==> src/rtl/upstream_link_tx_pkg.sv <==
// Shared constants, state type and byte-lane mapping for the upstream link transmitter.
package upstream_link_pkg;

  localparam int CORE_WIDTH       = 64;
  localparam int NUM_CH           = 2;
  localparam int CH_WIDTH         = 8;
  localparam int BEATS_PER_WORD   = 4;
  localparam int BEATS_PER_ENTRY  = 2;
  localparam int CREDITS_PER_WORD = BEATS_PER_WORD / BEATS_PER_ENTRY;
  localparam int DEF_CREDITS      = 8;
  localparam int BEAT_W           = $clog2(BEATS_PER_WORD);

  typedef logic [BEAT_W-1:0] beat_t;

  localparam beat_t LAST_BEAT = beat_t'(BEATS_PER_WORD - 1);

  typedef enum logic {
    TX_IDLE = 1'b0,
    TX_SEND = 1'b1
  } tx_state_e;

  // Returns {ch1, ch0} for a given beat. Channel 0 takes bytes 0,1,4,5 and
  // channel 1 takes 2,3,6,7, so the receiver can rebuild 16-bit halves per channel.
  function automatic logic [NUM_CH*CH_WIDTH-1:0] beat_bytes(
    input logic [CORE_WIDTH-1:0] word,
    input beat_t                 beat
  );
    logic [2:0] idx0;
    logic [2:0] idx1;
    idx0 = {beat[1], 1'b0, beat[0]};
    idx1 = idx0 + 3'd2;
    return {word[CH_WIDTH*idx1 +: CH_WIDTH], word[CH_WIDTH*idx0 +: CH_WIDTH]};
  endfunction

endpackage

==> src/rtl/upstream_link_tx_if.sv <==
// Core handshake, credit token and I/O channel signals of the upstream link.
interface upstream_link_tx_if;

  logic                                    core_valid_in;
  logic [upstream_link_pkg::CORE_WIDTH-1:0] core_data_in;
  logic                                    core_ready_out;
  logic                                    io_token;
  logic                                    io_valid_out;
  logic [upstream_link_pkg::CH_WIDTH-1:0]  io_data_out_ch0;
  logic [upstream_link_pkg::CH_WIDTH-1:0]  io_data_out_ch1;
  logic                                    credit_err;

  // Environment side: core producer plus the downstream token return.
  modport master (
    output core_valid_in, core_data_in, io_token,
    input  core_ready_out, io_valid_out, io_data_out_ch0, io_data_out_ch1, credit_err
  );

  // Transmitter side.
  modport slave (
    input  core_valid_in, core_data_in, io_token,
    output core_ready_out, io_valid_out, io_data_out_ch0, io_data_out_ch1, credit_err
  );

endinterface

==> src/rtl/upstream_link_tx_credit_counter.sv <==
// Link credit tracker: toggle-token edge detect, per-word debit, saturating
// return and a sticky overflow flag. Usable on either end of the link.
module link_credit_counter
  import upstream_link_pkg::*;
#(
  parameter int CREDITS = DEF_CREDITS,
  localparam int CW     = $clog2(CREDITS + 1)
) (
  input  logic          clk,
  input  logic          rst,
  input  logic          debit_i,
  input  logic          token_i,
  output logic [CW-1:0] credits_o,
  output logic          credit_err_o
);

  localparam logic [CW:0] DEBIT   = (CW+1)'(CREDITS_PER_WORD);
  localparam logic [CW:0] CRD_MAX = (CW+1)'(CREDITS);

  logic          token_q;
  logic [CW-1:0] credits_q, credits_d;
  logic          err_q, err_d;
  logic          tok_edge;
  logic [CW:0]   sum;

  // Net credit change for this cycle; a return beyond the pool size saturates and flags.
  always_comb begin
    tok_edge  = token_i ^ token_q;
    sum       = {1'b0, credits_q} + {{CW{1'b0}}, tok_edge} - (debit_i ? DEBIT : '0);
    credits_d = sum[CW-1:0];
    err_d     = err_q;
    if (sum > CRD_MAX) begin
      credits_d = CRD_MAX[CW-1:0];
      err_d     = 1'b1;
    end
  end

  // Credit, token-history and error registers.
  always_ff @(posedge clk) begin
    if (!rst) begin
      token_q   <= 1'b0;
      credits_q <= CRD_MAX[CW-1:0];
      err_q     <= 1'b0;
    end else begin
      token_q   <= token_i;
      credits_q <= credits_d;
      err_q     <= err_d;
    end
  end

  assign credits_o    = credits_q;
  assign credit_err_o = err_q;

endmodule

==> src/rtl/upstream_link_tx.sv <==
// Upstream link transmitter: takes 64-bit core words and sends each as four
// beats over two 8-bit channels, gated by downstream buffer credits.
//
//   state   | meaning
//   --------+-------------------------------------------------------------
//   TX_IDLE | no word in flight, outputs idle (valid 0, data 0x00)
//   TX_SEND | beat_q of the held word is on the channels this cycle
module upstream_link_tx
  import upstream_link_pkg::*;
#(
  parameter int CREDITS = DEF_CREDITS
) (
  input  logic               clk,
  input  logic               rst,
  upstream_link_tx_if.slave  bus
);

  localparam int CW = $clog2(CREDITS + 1);

  tx_state_e               state_q, state_d;
  beat_t                   beat_q, beat_d;
  logic [CORE_WIDTH-1:0]   hold_q, hold_d;
  logic                    io_valid_q, io_valid_d;
  logic [CH_WIDTH-1:0]     ch0_q, ch0_d;
  logic [CH_WIDTH-1:0]     ch1_q, ch1_d;
  logic [CW-1:0]           credits;
  logic                    word_slot;
  logic                    ready;
  logic                    accept;

  link_credit_counter #(.CREDITS(CREDITS)) u_credit (
    .clk          (clk),
    .rst          (rst),
    .debit_i      (accept),
    .token_i      (bus.io_token),
    .credits_o    (credits),
    .credit_err_o (bus.credit_err)
  );

  // Ready when the channels are free next cycle and a whole word's entries are available.
  always_comb begin
    word_slot = (state_q == TX_IDLE) || (beat_q == LAST_BEAT);
    ready     = rst && word_slot && (credits >= CW'(CREDITS_PER_WORD));
    accept    = ready && bus.core_valid_in;
  end

  // Next state, beat and hold word; output flops load the beat shown next cycle.
  always_comb begin
    state_d = state_q;
    beat_d  = beat_q;
    hold_d  = hold_q;
    case (state_q)
      TX_IDLE: begin
        if (accept) begin
          state_d = TX_SEND;
          beat_d  = '0;
          hold_d  = bus.core_data_in;
        end
      end
      TX_SEND: begin
        if (beat_q != LAST_BEAT) begin
          beat_d = beat_q + beat_t'(1);
        end else if (accept) begin
          beat_d = '0;
          hold_d = bus.core_data_in;
        end else begin
          state_d = TX_IDLE;
          beat_d  = '0;
        end
      end
      default: begin
        state_d = TX_IDLE;
        beat_d  = '0;
      end
    endcase
    io_valid_d   = (state_d == TX_SEND);
    {ch1_d, ch0_d} = io_valid_d ? beat_bytes(hold_d, beat_d) : '0;
  end

  // State, hold and output registers; reset drops any word in flight.
  always_ff @(posedge clk) begin
    if (!rst) begin
      state_q    <= TX_IDLE;
      beat_q     <= '0;
      hold_q     <= '0;
      io_valid_q <= 1'b0;
      ch0_q      <= '0;
      ch1_q      <= '0;
    end else begin
      state_q    <= state_d;
      beat_q     <= beat_d;
      hold_q     <= hold_d;
      io_valid_q <= io_valid_d;
      ch0_q      <= ch0_d;
      ch1_q      <= ch1_d;
    end
  end

  assign bus.core_ready_out  = ready;
  assign bus.io_valid_out    = io_valid_q;
  assign bus.io_data_out_ch0 = ch0_q;
  assign bus.io_data_out_ch1 = ch1_q;

endmodule

==> src/flat_wrapper.sv <==
// flat-port wrapper written by rule: the top's interface ports become plain ports
module upstream_link_tx_flat import upstream_link_pkg::*;
#(
  parameter int CREDITS = DEF_CREDITS
)
  (clk, rst, bus_core_valid_in, bus_core_data_in, bus_io_token, bus_core_ready_out, bus_io_valid_out, bus_io_data_out_ch0, bus_io_data_out_ch1, bus_credit_err);
  upstream_link_tx_if bus_i ();
  input  logic clk;
  input  logic rst;
  input wire logic [$bits(bus_i.core_valid_in)-1:0] bus_core_valid_in;
  input wire logic [$bits(bus_i.core_data_in)-1:0] bus_core_data_in;
  input wire logic [$bits(bus_i.io_token)-1:0] bus_io_token;
  output wire logic [$bits(bus_i.core_ready_out)-1:0] bus_core_ready_out;
  output wire logic [$bits(bus_i.io_valid_out)-1:0] bus_io_valid_out;
  output wire logic [$bits(bus_i.io_data_out_ch0)-1:0] bus_io_data_out_ch0;
  output wire logic [$bits(bus_i.io_data_out_ch1)-1:0] bus_io_data_out_ch1;
  output wire logic [$bits(bus_i.credit_err)-1:0] bus_credit_err;
  assign bus_i.core_valid_in = bus_core_valid_in;
  assign bus_i.core_data_in = bus_core_data_in;
  assign bus_i.io_token = bus_io_token;
  assign bus_core_ready_out = bus_i.core_ready_out;
  assign bus_io_valid_out = bus_i.io_valid_out;
  assign bus_io_data_out_ch0 = bus_i.io_data_out_ch0;
  assign bus_io_data_out_ch1 = bus_i.io_data_out_ch1;
  assign bus_credit_err = bus_i.credit_err;
  upstream_link_tx #(.CREDITS(CREDITS)) u_core (.clk(clk), .rst(rst), .bus(bus_i));
endmodule
==> config.mk <==
export PLATFORM = sky130hd
export DESIGN_NAME = upstream_link_tx_flat
export DESIGN_NICKNAME = d
export VERILOG_FILES = /design/src/rtl/upstream_link_tx_pkg.sv /design/src/rtl/upstream_link_tx_if.sv /design/src/rtl/upstream_link_tx_credit_counter.sv /design/src/rtl/upstream_link_tx.sv /design/src/flat_wrapper.sv
export SDC_FILE = /design/constraint.sdc
export NUM_CORES = 1
export LEC_CHECK = 0
export CAP_MARGIN = 20
export CORE_MARGIN = 1
export CORE_UTILIZATION = 45
export DETAILED_ROUTE_END_ITERATION = 12
export PLACE_DENSITY = 0.82
export REMOVE_ABC_BUFFERS = 1
export SYNTH_ARGS = -nofsm -noshare
export SYNTH_HDL_FRONTEND = slang
export SYNTH_SLANG_ARGS = --single-unit
==> constraint.sdc <==
create_clock -name clk -period 3.34 [get_ports clk]
set_input_delay 0.334 -clock clk [delete_from_list [all_inputs] [get_ports clk]]
set_output_delay 0.334 -clock clk [all_outputs]
set_load 0.005 [all_outputs]
==> Word-level counts from Yosys, hierarchy flattened <==
Index checks and enable logic that the tools add are counted.
{ "word_totals": {"regBits": 89, "latch_bits": 0, "ramBits": 0, "romBits": 0, "in_bits": 68, "output_inout_bits": 19, "word_cells": 37, "mem_count": 0} }
{ "op_classes": {"add_sub_neg": 4, "multipliers": 0, "div": 0, "magnitude_cmp": 2, "n_eq_ne": 2, "shifts": 2, "n_mux": 10, "bitwise_logic": 3, "reduce_logical": 6} }
{ "ops": {"columns": ["op", "count"], "rows": [
  ["$mux W64", 2],
  ["$pmux W64 S2", 1],
  ["$shiftx A64 B7 Y8", 2],
  ["$mux W2", 3],
  ["$add A4 B1 Y5", 1],
  ["$gt A5 B4 Y1 const B", 1],
  ["$sub A5 B2 Y5", 1],
  ["$ge A4 B2 Y1 const B", 1],
  ["$pmux W2 S2", 1],
  ["$add A3 B2 Y3 const B", 1],
  ["$logic_and A1 B1 Y1", 3],
  ["$add A2 B1 Y2 const B", 1],
  ["$eq A2 B2 Y1 const B", 1],
  ["$mux W1", 2],
  ["$ne A2 B2 Y1 const B", 1],
  ["$not A1 Y1", 2],
  ["$pmux W1 S2", 1],
  ["$reduce_and A2 Y1", 1],
  ["$reduce_or A2 Y1", 1],
  ["$logic_or A1 B1 Y1", 1],
  ["$xor A1 B1 Y1", 1]
]} }

==> Logic depth before layout (Yosys ltp) <==
{ "logic_depth": {"ltp_word": 9, "depth_mapped": 14, "ltp_nobuf": 12} }

==> Modules after synthesis <==
A second synthesis with hierarchy kept.
{ "hier_totals": {"hier_cells": 489, "area_unflattened_um2": 4294.1} }
{ "by_module_without_submodules": {"columns": ["mod", "n_inst", "cells_per_inst", "area_each_um2", "seq_area_each_um2"], "rows": [
  ["upstream_link_tx", 1, 451, 3940.0, 1661.6],
  ["link_credit_counter", 1, 38, 354.1, 120.1]
]} }

==> Worst setup path before layout <==
No wires, ideal clock.
{ "synth_timing": {"path_kind": "flip-flop to flip-flop", "from": "register u_core.u_credit.credits_q[3], in the netlist u_core.u_credit.credits_o[3]", "to": "register u_core.u_credit.err_q, in the netlist u_core.u_credit.credit_err_o", "setup_time_ps": 115, "arrival_time_ps": 2732, "required_time_ps": 3225, "setup_slack_ps": 494, "path_stages_with_launch": 15, "path_buffers": 3, "synth_period_minus_slack_ps": 2846, "path_cell_list": "dfxtp_1 -> inv_1 -> ha_1 -> nor2b_1 -> buf_6 -> nor3_2 -> inv_2 -> clkbuf_1 -> ha_1 -> or2_1 -> buf_6 -> a311o_1 -> xnor2_2 -> nand2_1 -> o21a_1"} }
{ "synth_via": {"elab_chain_cells": 6, "elab_cells_between_ends": 7, "classes_between": "2 x add/sub; 2 x order compare; 1 x mux; 2 x reduce/logical"} }
{ "synth_rtl": {"columns": ["item", "line_no", "text"], "rows": [
  ["from (decl)", "upstream_link_tx_credit_counter.sv:21", "logic [CW-1:0] credits_q, credits_d;"],
  ["from (signal assigned)", "upstream_link_tx_credit_counter.sv:42", "credits_q <= CRD_MAX[CW-1:0];"],
  ["from (signal assigned)", "upstream_link_tx_credit_counter.sv:46", "credits_q <= credits_d;"],
  ["$ge A4 B2 Y1", "upstream_link_tx.sv:43", "ready = rst && word_slot && (credits >= CW'(CREDITS_PER_WORD));"],
  ["$logic_and A1 B1 Y1", "upstream_link_tx.sv:43", null],
  ["$logic_and A1 B1 Y1", "upstream_link_tx.sv:44", "accept = ready && bus.core_valid_in;"],
  ["$mux W2", "upstream_link_tx_credit_counter.sv:29", "sum = {1'b0, credits_q} + {{CW{1'b0}}, tok_edge} - (debit_i ? DEBIT : '0);"],
  ["$sub A5 B2 Y5 (*)", "upstream_link_tx_credit_counter.sv:29", null],
  ["$gt A5 B4 Y1 (*)", "upstream_link_tx_credit_counter.sv:32", "if (sum > CRD_MAX) begin"],
  ["to (signal assigned)", "upstream_link_tx_credit_counter.sv:47", "err_q <= err_d;"],
  ["to (decl)", "upstream_link_tx_credit_counter.sv:22", "logic err_q, err_d;"]
]} }
Every way passes the cells marked *; elsewhere a longest branch is shown, timed or not.
A chain may end at the register's enable or synchronous reset.

==> Final worst setup path <==
Same ends and word-level chain as after synthesis.

==> key figures <==
Status
  – Status: finished, violations left
  – Violated checks: DRC

Power
  – P_leak: 1.93 nW
  – Total Power: 2.83 mW
  – Maximum vdd drop: 0.000500 V
  – Pwr/cell area: 545 nW/um^2

Worst setup path
  – Crit path cell chain: inv_1 -> ha_1 -> nor2b_4 -> nor3_4 -> inv_2 -> ha_1 -> or2_1 -> a311o_1 -> xnor2_2 -> nand2_1 -> o21a_1
  – Largest stage delay on the critical path: 0.42 ns
  – Startpoint types: register
  – Buf+Inv Stages, Crit Path: 2
  – Setup crit end kind: register
  – Crit Path Category: register to register
  – Req. time, crit path: 3.59 ns
  – Worst-path fanout max: 5
  – CP arrival: 2.89 ns
  – CP dominant cell by count: ha_1
  – CP top delay family: simple AND/OR/NAND/NOR gates
  – Slowest CP cell: a311o_1

Die
  – Die H: 98.5 um
  – Row count: 34
  – DIE AREA: 9690 um^2
  – Die width: 98.5 um
  – Ports: 87
  – Starting Density: 47.3%
  – Core area: 8850 um^2

Timing
  – Tmin final: 2.64 ns
  – Final Max Slew Viols: 0
  – Clock Skew: 0.0108 ns
  – Final hold vios: 0
  – Final worst-path cycle share: 79.1%
  – RSZ-0062 raised after global routing: false
  – Rel. slew slack: 33.5%
  – Final setup vio count: 0
  – Fmax: 378 MHz
  – Slew @ Worst Pin: 0.992 ns
  – Setup ws final: 0.697 ns
  – Minimum hold slack: 0.457 ns

CTS
  – Post-CTS Setup Inserts: 0
  – CTS tree: yes
  – Clock Path Buffers: 2
  – Clock sink count: 89
  – CTS resizes: 0
  – Worst skew pair latency: 0.35 ns
  – Hold-fix buffers at CTS: 0
  – Root buffer cell: clkbuf_8
  – Clock-pin slew on the worst setup and hold paths: 0.09 ns
  – Num CTS Buffers: 9
  – Htree depth: 3

Synthesis
  – Top cell type's share of synthesized area: 42.6%
  – Largest family of logic cells by synthesized area: simple AND/OR/NAND/NOR gates
  – Synth Area in Compound Gates: 18.8%
  – Async SR Flop Fraction: 0%
  – Area contributors post-synth: dfxtp_1 43%, nand2_1 13%, a21boi_0 11%
  – Mapped cell area: 4190 um^2
  – Sequential area share after synthesis: 42.6%
  – Avg Cell Area, Syn: 8.00 um^2
  – Biggest area consumer among synthesized cells: dfxtp_1
  – XOR/XNOR share of the synthesized area: 1.02%
  – Synth Flop Type: dfxtp_1
  – Seq cells post-synth: 89
  – Synth warn: 0
  – Mux share of post-synthesis cell area: 0%
  – Simple-gate share of the synthesized area: 29.1%
  – Synth cell count leaders: 149 x nand2_1, 89 x dfxtp_1, 60 x nor4_1, 59 x a21boi_0, 36 x nor2_1
  – Synth cell types: 38
  – EDFF count, synth: 0
  – Synth Area in Adders: 1.79%
  – Count leader, synth: nand2_1
  – Cell count after synthesis: 523

Route
  – Routed Antenna Nets: 0
  – Routed wire per std cell: 15.5 um
  – DRC violations left: 8
  – Initial DRC Count: 262
  – Via density: 5.58
  – DR vias: 3887
  – Initial DRT Pass Iterations: 9
  – Post-Route WL: 10.8 mm

GRT
  – Vias in the first global route: 3759
  – Antenna violations before repair: 0
  – First-pass GRT wire length: 17.5 mm
  – Largest net degree at the start of global routing: 75
  – Grt met3 use: 3.40%
  – Routing usage on met1: 28.6%
  – GRT Overall Usage: 22.5%
  – Met2 usage: 38.9%
  – Gr ovfl total: 0
  – Top Usage Layer GRT: met2

Layout
  – Post-route cell area: 5200 um^2
  – Fraction of layout cells with a size suffix above 1: 6.11%
  – Ant. Diodes: 0
  – Layout Nets: 659
  – Layout area overhead: 24.3%

Placement
  – RePlAce Congestion: 0.731
  – Dpl hpwl: 6.70 mm
  – Number of port buffers: 86
  – Cell Area, Placed: 5010 um^2
  – Setup WS pre-CTS: 0.469 ns

Flow run
  – Max Cap Viol: 0

Min path
  – Worst hold-check path type: register to register
[flip-flops by register name, indices dropped and copies added (netlist names)]
register	count
u_core.hold_q	64
u_core.bus.io_data_out_ch0	8
u_core.bus.io_data_out_ch1	8
u_core.u_credit.credits_o	4
u_core.beat_q	2
u_core.bus.io_valid_out	1
u_core.u_credit.credit_err_o	1
u_core.u_credit.token_q	1
[layer usage]
layer	wire (um)	share of wire [%]
met1	4660	43
met4	141	1.3
met2	5220	48
met3	771	7.1
met5	0	0
[worst min-delay path: cells and delay by family, from the launching register on]
family           cells  cell delay, ns
AND/OR/NAND/NOR      1            0.05
AO/OA/AOI/OAI        1            0.05
flip-flops           1            0.32
[cell type report]
class	count	area, um^2
clock buffer	12	155
clock inverter	3	40.0
fill	802	3650
inverter	5	18.8
multi-input combinational	385	2150
sequential	89	1780
tap	108	135
timing repair buffer	95	923
[stage by stage]
step / TNS (ns) / std cells / utilization, %
after floorplan: -98.73 / 479 / -
after global placement: 0 / 682 / 56.6
after detailed placement: 0 / 682 / 56.6
after CTS: 0 / 697 / 58.8
after global routing: 0 / 697 / 58.8
final: 0 / 697 / 58.8
[layout by cell type, fill, tap and decap left out, types with 3 or more instances in the layout]
cell type        count
a21boi_1             5
inv_1                4
clkbuf_8            11
o21ai_0             14
a21oi_1              3
ha_1                 6
a22oi_1             15
nand2_1            149
nand2b_1             3
dfxtp_1             89
o21ai_1              3
nor2_1              36
clkdlybuf4s50_1     85
and2_1               3
buf_4                9
nor4_1              60
nor3_1               3
a21boi_0            59
[worst paths after layout]
path / end / slack [ns] / from / cells after the start
setup / recovery: u_core.u_credit.credit_err_o$_SDFFE_PN0N_ / 0.70 / u_core.u_credit.credits_o[3]$_SDFF_PP1_ / 11
hold / removal: u_core.hold_q[19]$_SDFF_PN0_ / 0.46 / u_core.hold_q[19]$_SDFF_PN0_ / 2
setup reg to reg: u_core.u_credit.credit_err_o$_SDFFE_PN0N_ / 0.70 / u_core.u_credit.credits_o[3]$_SDFF_PP1_ / 11
hold reg to reg: u_core.hold_q[19]$_SDFF_PN0_ / 0.46 / u_core.hold_q[19]$_SDFF_PN0_ / 2
[cells by family after synthesis]
family | count (synthesis)
compound gates | 109
flops | 89
fa+ha+maj | 6
xor+xnor | 4
buf+inv | 49
simple gates | 266
[power by group]
part | switching [mW] | total, mW | internal (mW)
Clock | 0.360 | 0.741 | 0.381
Combinational | 0.460 | 0.852 | 0.392
Sequential | 0.0608 | 1.24 | 1.18
Note: power is estimated with default switching activity, not from simulation.
